$ cat src/rtl/sign_narrow_unit.sv
// rtl/sign_narrow_unit.sv - IN_W to OUT_W signed narrowing unit with overflow flag, 2-entry output FIFO, saturating overflow counter
// Optional: define SIGN_NARROW_SATURATE_EN to clamp overflowing words instead of truncating them.
module sign_narrow_unit #(
  parameter int IN_W  = 32,
  parameter int OUT_W = 16
) (
  input  logic             clk,
  input  logic             rst_n,
  input  logic             in_valid,
  output logic             in_ready,
  input  logic [IN_W-1:0]  in_data,
  output logic             out_valid,
  input  logic             out_ready,
  output logic [OUT_W-1:0] out_data,
  output logic             out_ovf,
  input  logic             clear_count,
  output logic [15:0]      ovf_count
);

  typedef enum logic [1:0] {
    S_EMPTY = 2'd0,
    S_ONE   = 2'd1,
    S_FULL  = 2'd2
  } state_t;

  state_t r_state;
  state_t w_state_nxt;

  logic [IN_W-OUT_W:0] w_upper;
  logic                w_ovf;
  logic [OUT_W-1:0]    w_narrow;
  logic [OUT_W:0]      w_entry;
  logic                w_push;
  logic                w_pop;
  logic                w_load_head_in;
  logic                w_load_head_tail;
  logic                w_load_tail;

  logic [OUT_W:0]      r_head;
  logic [OUT_W:0]      r_tail;
  logic [15:0]         r_ovf_count;

  // The word survives a round trip only if the dropped bits plus the new sign bit all agree.
  assign w_upper = in_data[IN_W-1:OUT_W-1];
  assign w_ovf   = ~((&w_upper) | ~(|w_upper));

`ifdef SIGN_NARROW_SATURATE_EN
  assign w_narrow = !w_ovf          ? in_data[OUT_W-1:0] :
                    in_data[IN_W-1] ? {1'b1, {(OUT_W-1){1'b0}}} :
                                      {1'b0, {(OUT_W-1){1'b1}}};
`else
  assign w_narrow = in_data[OUT_W-1:0];
`endif

  assign w_entry   = {w_ovf, w_narrow};
  assign in_ready  = (r_state != S_FULL);
  assign out_valid = (r_state != S_EMPTY);
  assign w_push    = in_valid && in_ready;
  assign w_pop     = out_valid && out_ready;

  always_ff @(posedge clk or negedge rst_n) begin
    if (!rst_n) begin
      r_state <= S_EMPTY;
    end else begin
      r_state <= w_state_nxt;
    end
  end

  always_comb begin
    w_state_nxt      = r_state;
    w_load_head_in   = 1'b0;
    w_load_head_tail = 1'b0;
    w_load_tail      = 1'b0;
    case (r_state)
      S_EMPTY: begin
        if (w_push) begin
          w_state_nxt    = S_ONE;
          w_load_head_in = 1'b1;
        end
      end
      S_ONE: begin
        if (w_push && w_pop) begin
          w_load_head_in = 1'b1;
        end else if (w_push) begin
          w_state_nxt = S_FULL;
          w_load_tail = 1'b1;
        end else if (w_pop) begin
          w_state_nxt = S_EMPTY;
        end
      end
      S_FULL: begin
        if (w_pop) begin
          w_state_nxt      = S_ONE;
          w_load_head_tail = 1'b1;
        end
      end
      default: begin
        w_state_nxt = S_EMPTY;
      end
    endcase
  end

  // Head is the output register; the tail slot only ever feeds the head.
  always_ff @(posedge clk or negedge rst_n) begin
    if (!rst_n) begin
      r_head <= '0;
    end else if (w_load_head_in) begin
      r_head <= w_entry;
    end else if (w_load_head_tail) begin
      r_head <= r_tail;
    end
  end

  always_ff @(posedge clk) begin
    if (w_load_tail) begin
      r_tail <= w_entry;
    end
  end

  assign out_data = r_head[OUT_W-1:0];
  assign out_ovf  = r_head[OUT_W];

  always_ff @(posedge clk or negedge rst_n) begin
    if (!rst_n) begin
      r_ovf_count <= '0;
    end else if (clear_count) begin
      r_ovf_count <= '0;
    end else if (w_push && w_ovf && (r_ovf_count != 16'hFFFF)) begin
      r_ovf_count <= r_ovf_count + 16'd1;
    end
  end

  assign ovf_count = r_ovf_count;

endmodule
$ cat config.mk
export PLATFORM = sky130hd
export DESIGN_NAME = sign_narrow_unit
export DESIGN_NICKNAME = d
export VERILOG_FILES = /design/src/rtl/sign_narrow_unit.sv
export SDC_FILE = /design/constraint.sdc
export NUM_CORES = 1
export LEC_CHECK = 0
export BUFFER_PORTS_ARGS = -buffer_cell sky130_fd_sc_hd__buf_2
export CAP_MARGIN = 20
export CELL_PAD_IN_SITES_DETAIL_PLACEMENT = 0
export CELL_PAD_IN_SITES_GLOBAL_PLACEMENT = 1
export CORE_ASPECT_RATIO = 1.2
export CORE_MARGIN = 1.5
export CORE_UTILIZATION = 44
export CTS_BUF_LIST = sky130_fd_sc_hd__clkbuf_4 sky130_fd_sc_hd__clkbuf_8
export DETAILED_ROUTE_END_ITERATION = 10
export PLACE_DENSITY = 0.95
export SETUP_SLACK_MARGIN = 0.1
export SYNTH_ARGS = -nofsm -noshare
export SYNTH_HDL_FRONTEND = slang
export SYNTH_SLANG_ARGS = --single-unit
$ cat constraint.sdc
create_clock -name clk -period 3.1 [get_ports clk]
set_clock_uncertainty 0.15 [all_clocks]
set_input_delay 0.775 -clock clk [delete_from_list [all_inputs] [get_ports clk]]
set_output_delay 0.775 -clock clk [all_outputs]
set_load 0.03 [all_outputs]
==> flow_summary_export.csv, run 1 <==
group,metric,value,unit
status,status,"complete, no violations",
pwr,power_frac_comb,22.2,%
global_route,grt_pass1_wl,8040,um
worst_setup_path,cp_slowest_cell,"or4_4",
cts,post_cts_resize_count,0,
timing,setup_tns,0,ns
die,placeableCoreArea,5040,um^2
synth,synth-edff-count,17,
worst_setup_path,required,3.15,ns
synth,yosys_register_bits,52,
detailed_routing,vias_per_cell,5.48,
pwr,p_leak,1.38,nW
synth,synth_area_leaders,"dfrtp_1 37%, edfxtp_1 22%, mux2i_1 7.7%",
cts,ctsRootBufferMaster,"clkbuf_8",
detailed_routing,postRouteWirelength,4840,um
global_route,grt_usage,17.0,%
synth,synth_area_leader_cell,"dfrtp_1",
synth,synth.area.mux_share,8.32,%
worst_setup_path,arrival,2.40,ns
global_route,grt_max_degree,36,
cts,postCtsHoldBufs,0,
timing,finalHoldViolCount,0,
synth,ys.flop_type,"dfrtp_1",
die,ioPinCount,72,
finish,diodes,0,
die,die_w,69.7,um
detailed_routing,drc,0,
timing,fmax,425,MHz
synth,synth_xor_xnor_area_share,0.747,%
global_route,grt_pass1_vias,1821,
detailed_routing,num_vias,1892,
placement,dpl.cell_count,337,
detailed_routing,wire_per_inst,14.0,um
cts,cts_sinks,52,
timing,rsz0062_at_grt,"false",
cts,h-tree-depth,2,
detailed_routing,dr.pass1.iters,4,
worst_setup_path,critPathMaxStageDelay,0.47,ns
global_route,antenna_found_initial,0,
placement,hpwl,3470,um
min_path,hold_path.class,"in2async",
pwr,power_frac_seq,49.6,%
global_route,grt_overflow,0,
worst_setup_path,cp-end-kind,"register",
pwr,vdd_ir_drop_max,0.258,mV
timing,drv_slew,0,
worst_setup_path,worstPathMaxFanout,4,
detailed_routing,postRouteAntennaNets,0,
placement,gp_congestion,0.714,
die,row_count,28,
worst_setup_path,r2r_slack,0.93,ns
worst_setup_path,cp-start-kind,"primary input",
synth,synth_top_family_by_area,"simple AND/OR/NAND/NOR gates",
cts,numCtsBuffers,5,
finish,nFillCells,452,
finish,instances_no_fill,345,
pwr,clock_power_share,28.2,%
cts,cts_buffer_depth,2,
worst_setup_path,crit_chain,"buf_2 -> nor4_1 -> nand4_1 -> or4_4 -> and2_4 -> and3_4 -> mux2_4",
timing,worstMarginPinSlew,0.782,ns
synth,ys_warn_count,0,
timing,slew_headroom,47.9,%
placement,port_buffers,71,
synth,synth-simple-area-share,19.0,%
synth,synth_fa_ha_area_share,0.533,%
timing,period_needed,2.35,ns
synth,synth_compound_area_share,10.6,%
cts,clock_latency,0.30,ns
synth,syn_area,2350,um^2
pwr,switchingPower,0.513,mW
synth,syn_nets,248,
worst_setup_path,crit_type,"in2reg",
finish,multiInputGateArea,923,um^2
timing,setup_viol,0,
cts,clk_pin_slew_worst_paths,0.10,ns
die,dieArea,5780,um^2
pwr,powerDensity,575,nW/um^2
synth,syn_avg_cell_area,11.2,um^2
synth,seq_area_frac_synth,59.1,%
synth,yosysTopAreaCellShare,37.3,%
flow_run,cap_violations,0,
cts,cts_setup_buffers,0,
die,initial_core_util,46.5,%
finish,final_net_count,322,
finish,drive_gt1_share,32.6,%
timing,post-route-period-util,75.9,%
cts,cts_tree,"yes",
synth,ys_types,34,
synth,syn-instance-count,210,
synth,async_reset_ff_share,67.3,%
die,die_h,83.0,um
pwr,switching_share,30.9,%
finish,areaGrowthSynthToFinish,23.0,%
detailed_routing,drt_iter0_drc,174,
finish,fin_util,57.2,%
pwr,intPower,1.15,mW
finish,seq_area,1390,um^2
[cells by family (layout without fill, tap and decap cells)]
| group | Yosys count | after routing |
|---|---|---|
| compound gates | 46 | 46 |
| xor+xnor | 2 | 2 |
| fa+ha+maj | 1 | 1 |
| buf+inv | 10 | 85 |
| flops | 52 | 52 |
| mux | 19 | 19 |
| simple gates | 80 | 80 |
[through the flow]
stage	hold WS, ns	setup WS [ns]	power (mW)	cell area (um^2)
global placement	0.367	0.452	1.20	2770
global route	0.422	0.656	1.74	2890
finish	0.388	0.746	1.66	2890
CTS	0.399	0.751	1.68	2890
floorplan	0.329	0.651	1.08	2350
detailed placement	0.378	0.423	1.21	2770
[final timing paths]
| check | endpoint | from | cells past startpoint |
|---|---|---|---|
| min in group clk | r_head[14]$_DFFE_PN0P_ | r_tail[14]$_DFFE_PP_ | 2 |
| max in group asynchronous | ovf_count[14]$_DFFE_PN0P_ | rst_n | 1 |
| min | r_head[13]$_DFFE_PN0P_ | rst_n | 1 |
| min reg2reg | r_head[14]$_DFFE_PN0P_ | r_tail[14]$_DFFE_PP_ | 2 |
| max reg2reg | ovf_count[9]$_DFFE_PN0P_ | ovf_count[0]$_DFFE_PN0P_ | 7 |
| max | ovf_count[2]$_DFFE_PN0P_ | in_data[19] | 7 |
[critical path, delay by kind of cell]
kind / cells / cell delay [ns]
and+or+nand+nor: 5 / 1.24
muxes: 1 / 0.29
buffers and inverters: 1 / 0.10
[per-layer routing]
layer	GRT usage, %	wire, um	vias up
met5	0	0	-
met2	29.4	2440	53
met4	4.37	19	0
met1	21.1	2130	908
li1	-	-	929
met3	4.61	258	2
[cell usage in the layout (no fill, tap or decap), types with 8 or more instances in the layout]
master    instances
a21oi_1          13
buf_2            71
dfrtp_1          35
edfxtp_1         17
mux2i_1          18
nand2_1          24
nand4_1           9
nor2_1            9
o21ai_0          25
or3_1             8
[flip-flops by register name, indices dropped and copies added, names as in the netlist]
signal	cells
ovf_count	16
r_tail	17
r_head	17
r_state	2
[power groups by stage]
stage | clock, mW | combinational, mW | sequential [mW]
floorplan | 0 | 0.120 | 0.957
CTS | 0.480 | 0.373 | 0.825
finish | 0.467 | 0.369 | 0.824
global placement | 0 | 0.368 | 0.835
global route | 0.509 | 0.398 | 0.833
detailed placement | 0 | 0.373 | 0.839
[layout make-up]
type / count / area share [%]
sequential: 52 / 48.0
inverter: 4 / 0.520
tap: 60 / 2.60
multi-input combinational: 148 / 32.0
clock inverter: 3 / 1.60
timing repair buffer: 73 / 12.8
clock buffer: 5 / 2.39
[cell usage after synthesis, types with 3 or more instances]
master    number
a21oi_1       14
nand3_1        5
or2_2          3
or3_1          8
nand4_1        9
nand2_1       24
inv_1          4
edfxtp_1      17
o21ai_0       25
clkbuf_1       4
nor2_1         9
nor4_1         7
mux2i_1       18
dfrtp_1       35
No activity file was read; power rests on OpenSTA's default activity.
==> run 2: changes to the inputs <==
--- a/config.mk
+++ b/config.mk
@@ -11,10 +11,10 @@
 export CELL_PAD_IN_SITES_GLOBAL_PLACEMENT = 1
 export CORE_ASPECT_RATIO = 1.2
 export CORE_MARGIN = 1.5
-export CORE_UTILIZATION = 44
+export CORE_UTILIZATION = 40
 export CTS_BUF_LIST = sky130_fd_sc_hd__clkbuf_4 sky130_fd_sc_hd__clkbuf_8
 export DETAILED_ROUTE_END_ITERATION = 10
-export PLACE_DENSITY = 0.95
+export PLACE_DENSITY = 0.92
 export SETUP_SLACK_MARGIN = 0.1
 export SYNTH_ARGS = -nofsm -noshare
 export SYNTH_HDL_FRONTEND = slang
==> constraint.sdc (replaced) <==
create_clock -name clk -period 2.3 [get_ports clk]
set_clock_uncertainty 0.15 [all_clocks]
set_input_delay 0.575 -clock clk [delete_from_list [all_inputs] [get_ports clk]]
set_output_delay 0.575 -clock clk [all_outputs]
set_load 0.03 [all_outputs]
==> run 2 against run 1 <==
  * Register-to-register slack got worse by 0.73 ns
  * Non-clock buffer count rose by 10
  * Final area rose by 7.6%
  * Die area rose by 9.6%
  * Global-route usage fell by 0.19 points
  * Setup slack got worse by 0.69 ns
  * Clock-buffer cell count rose by 1
  * Via count rose by 1.4%
  * Critical path depth rose by 2
  * Hold slack got worse by 0.22 ns
  * First-iteration DRC count fell by 66%
  * Critical endpoint is now ovf_count[8]$_DFFE_PN0P_
==> flow_summary_export.csv, run 2 (synthesis gave the netlist of run 1 again) <==
group,metric,value,unit
cts,cts_sinks,52,
placement,dpl.cell_count,363,
status,status,"complete, no violations",
timing,drv_slew,0,
cts,clk_pin_slew_worst_paths,0.09,ns
worst_setup_path,r2r_slack,0.20,ns
finish,final_net_count,332,
placement,gp_congestion,0.772,
worst_setup_path,worstReg2RegStart,"r_state[0]$_DFFE_PN0P_",
global_route,grt_pass1_wl,8360,um
detailed_routing,dr.pass1.iters,4,
finish,final_common_cell,"buf_2",
pwr,powerDensity,766,nW/um^2
die,ioPinCount,72,
pwr,vdd_ir_drop_max,0.370,mV
worst_setup_path,reg2reg_to,"ovf_count[14]$_DFFE_PN0P_",
global_route,grt_max_degree,36,
worst_setup_path,r2r_cells,6,
worst_setup_path,worstPathMaxFanout,7,
pwr,p_leak,1.43,nW
die,die_w,72.9,um
pwr,switchingPower,0.692,mW
detailed_routing,postRouteWirelength,5340,um
placement,port_buffers,71,
timing,period_needed,2.24,ns
worst_setup_path,crit_type,"in2reg",
placement,place_area,2850,um^2
worst_setup_path,cp-start-kind,"primary input",
detailed_routing,postRouteAntennaNets,0,
detailed_routing,wire_per_inst,14.2,um
finish,areaGrowthSynthToFinish,32.3,%
worst_setup_path,cp-end-kind,"register",
cts,numCtsBuffers,5,
timing,post-route-period-util,97.6,%
pwr,switching_share,29.1,%
timing,worstMarginPinSlew,0.523,ns
finish,nFillCells,510,
finish,diodes,0,
die,placeableCoreArea,5670,um^2
timing,finalHoldViolCount,0,
min_path,hold_path.class,"in2async",
finish,fin_util,54.8,%
die,initial_core_util,41.4,%
detailed_routing,drc,0,
cts,h-tree-depth,2,
timing,holdWs,0.167,ns
pwr,power_frac_seq,46.9,%
placement,pre_cts_ws,-0.154,ns
finish,instances_no_fill,375,
detailed_routing,vias_per_cell,5.11,
timing,setup_viol,0,
global_route,grt_overflow,0,
cts,cts_tree,"yes",
cts,postCtsHoldBufs,0,
cts,cts_buffer_depth,2,
timing,slew_headroom,64.8,%
cts,ctsRootBufferMaster,"clkbuf_8",
timing,fmax,445,MHz
die,row_count,30,
pwr,intPower,1.68,mW
cts,clock_latency,0.30,ns
detailed_routing,drt_iter0_drc,59,
finish,drive_gt1_share,37.6,%
die,dieArea,6340,um^2
worst_setup_path,required,2.33,ns
flow_run,cap_violations,0,
pwr,clock_power_share,30.7,%
detailed_routing,num_vias,1918,
finish,fin_area,3100,um^2
global_route,grt_pass1_vias,1807,
worst_setup_path,arrival,2.27,ns
finish,mostFrequentLayoutCells,"71 x buf_2, 33 x dfrtp_1, 25 x o21ai_0, 24 x nand2_1, 18 x mux2i_1",
placement,hpwl,3660,um
die,die_h,86.9,um
timing,fin_ws,0.0551,ns
pwr,finalPower,2.38,mW
timing,rsz0062_at_grt,"true",
pwr,power_frac_comb,22.4,%
timing,setup_tns,0,ns
global_route,antenna_found_initial,0,
global_route,grt_usage,16.8,%
==> run 2: power groups by stage <==
stage	Sequential, mW	Clock, mW	Combinational [mW]
floorplan	1.29	0	0.162
global placement	1.13	0	0.503
detailed placement	1.13	0	0.511
CTS	1.11	0.754	0.512
global route	1.13	0.786	0.581
finish	1.11	0.729	0.533
==> run 2: critical path: stages <==
cell     delay (ns)
buf_2          0.12
nor4_2         0.29
nand4_1        0.15
or4_4          0.44
buf_6          0.15
nand4_1        0.22
buf_4          0.17
xnor2_1        0.10
nor2_1         0.05
==> run 2: area by class of cell <==
class	instances	area (um^2)	area share (%)
clock buffer	6	76.3	2.46
tap	80	100	3.22
multi-input combinational	148	1000	32.3
timing repair buffer	83	462	14.9
inverter	4	15.0	0.484
sequential	52	1390	44.7
clock inverter	2	60.1	1.93
==> run 2: metal layers <==
metal	wire length [um]	vias up	track usage [%]
met4	35	0	4.80
met3	286	8	4.51
li1	-	943	-
met5	0	-	0
met1	2390	906	21.8
met2	2630	61	27.7
==> run 2: worst max-delay path by stage <==
| stage | cells after the start | start | end | slack (ns) |
|---|---|---|---|---|
| 3_5_place_dp | 7 | in_data[16] | ovf_count[2]$_DFFE_PN0P_ | -0.15 |
| 3_3_place_gp | 7 | in_data[16] | ovf_count[2]$_DFFE_PN0P_ | -0.12 |
| 6_report | 9 | in_data[19] | ovf_count[8]$_DFFE_PN0P_ | 0.06 |
| 2_1_floorplan | 6 | in_data[23] | ovf_count[2]$_DFFE_PN0P_ | 0.05 |
| 5_1_grt | 9 | in_data[19] | ovf_count[8]$_DFFE_PN0P_ | 0.003 |
| 4_1_cts | 7 | ovf_count[0]$_DFFE_PN0P_ | ovf_count[9]$_DFFE_PN0P_ | 0.12 |
==> run 2: timing repair <==
item                       4_1_cts  5_1_grt
hold endpoints to repair         0        0
setup buffers                    0        4
resized for setup                0       15
setup endpoints to repair        0       14
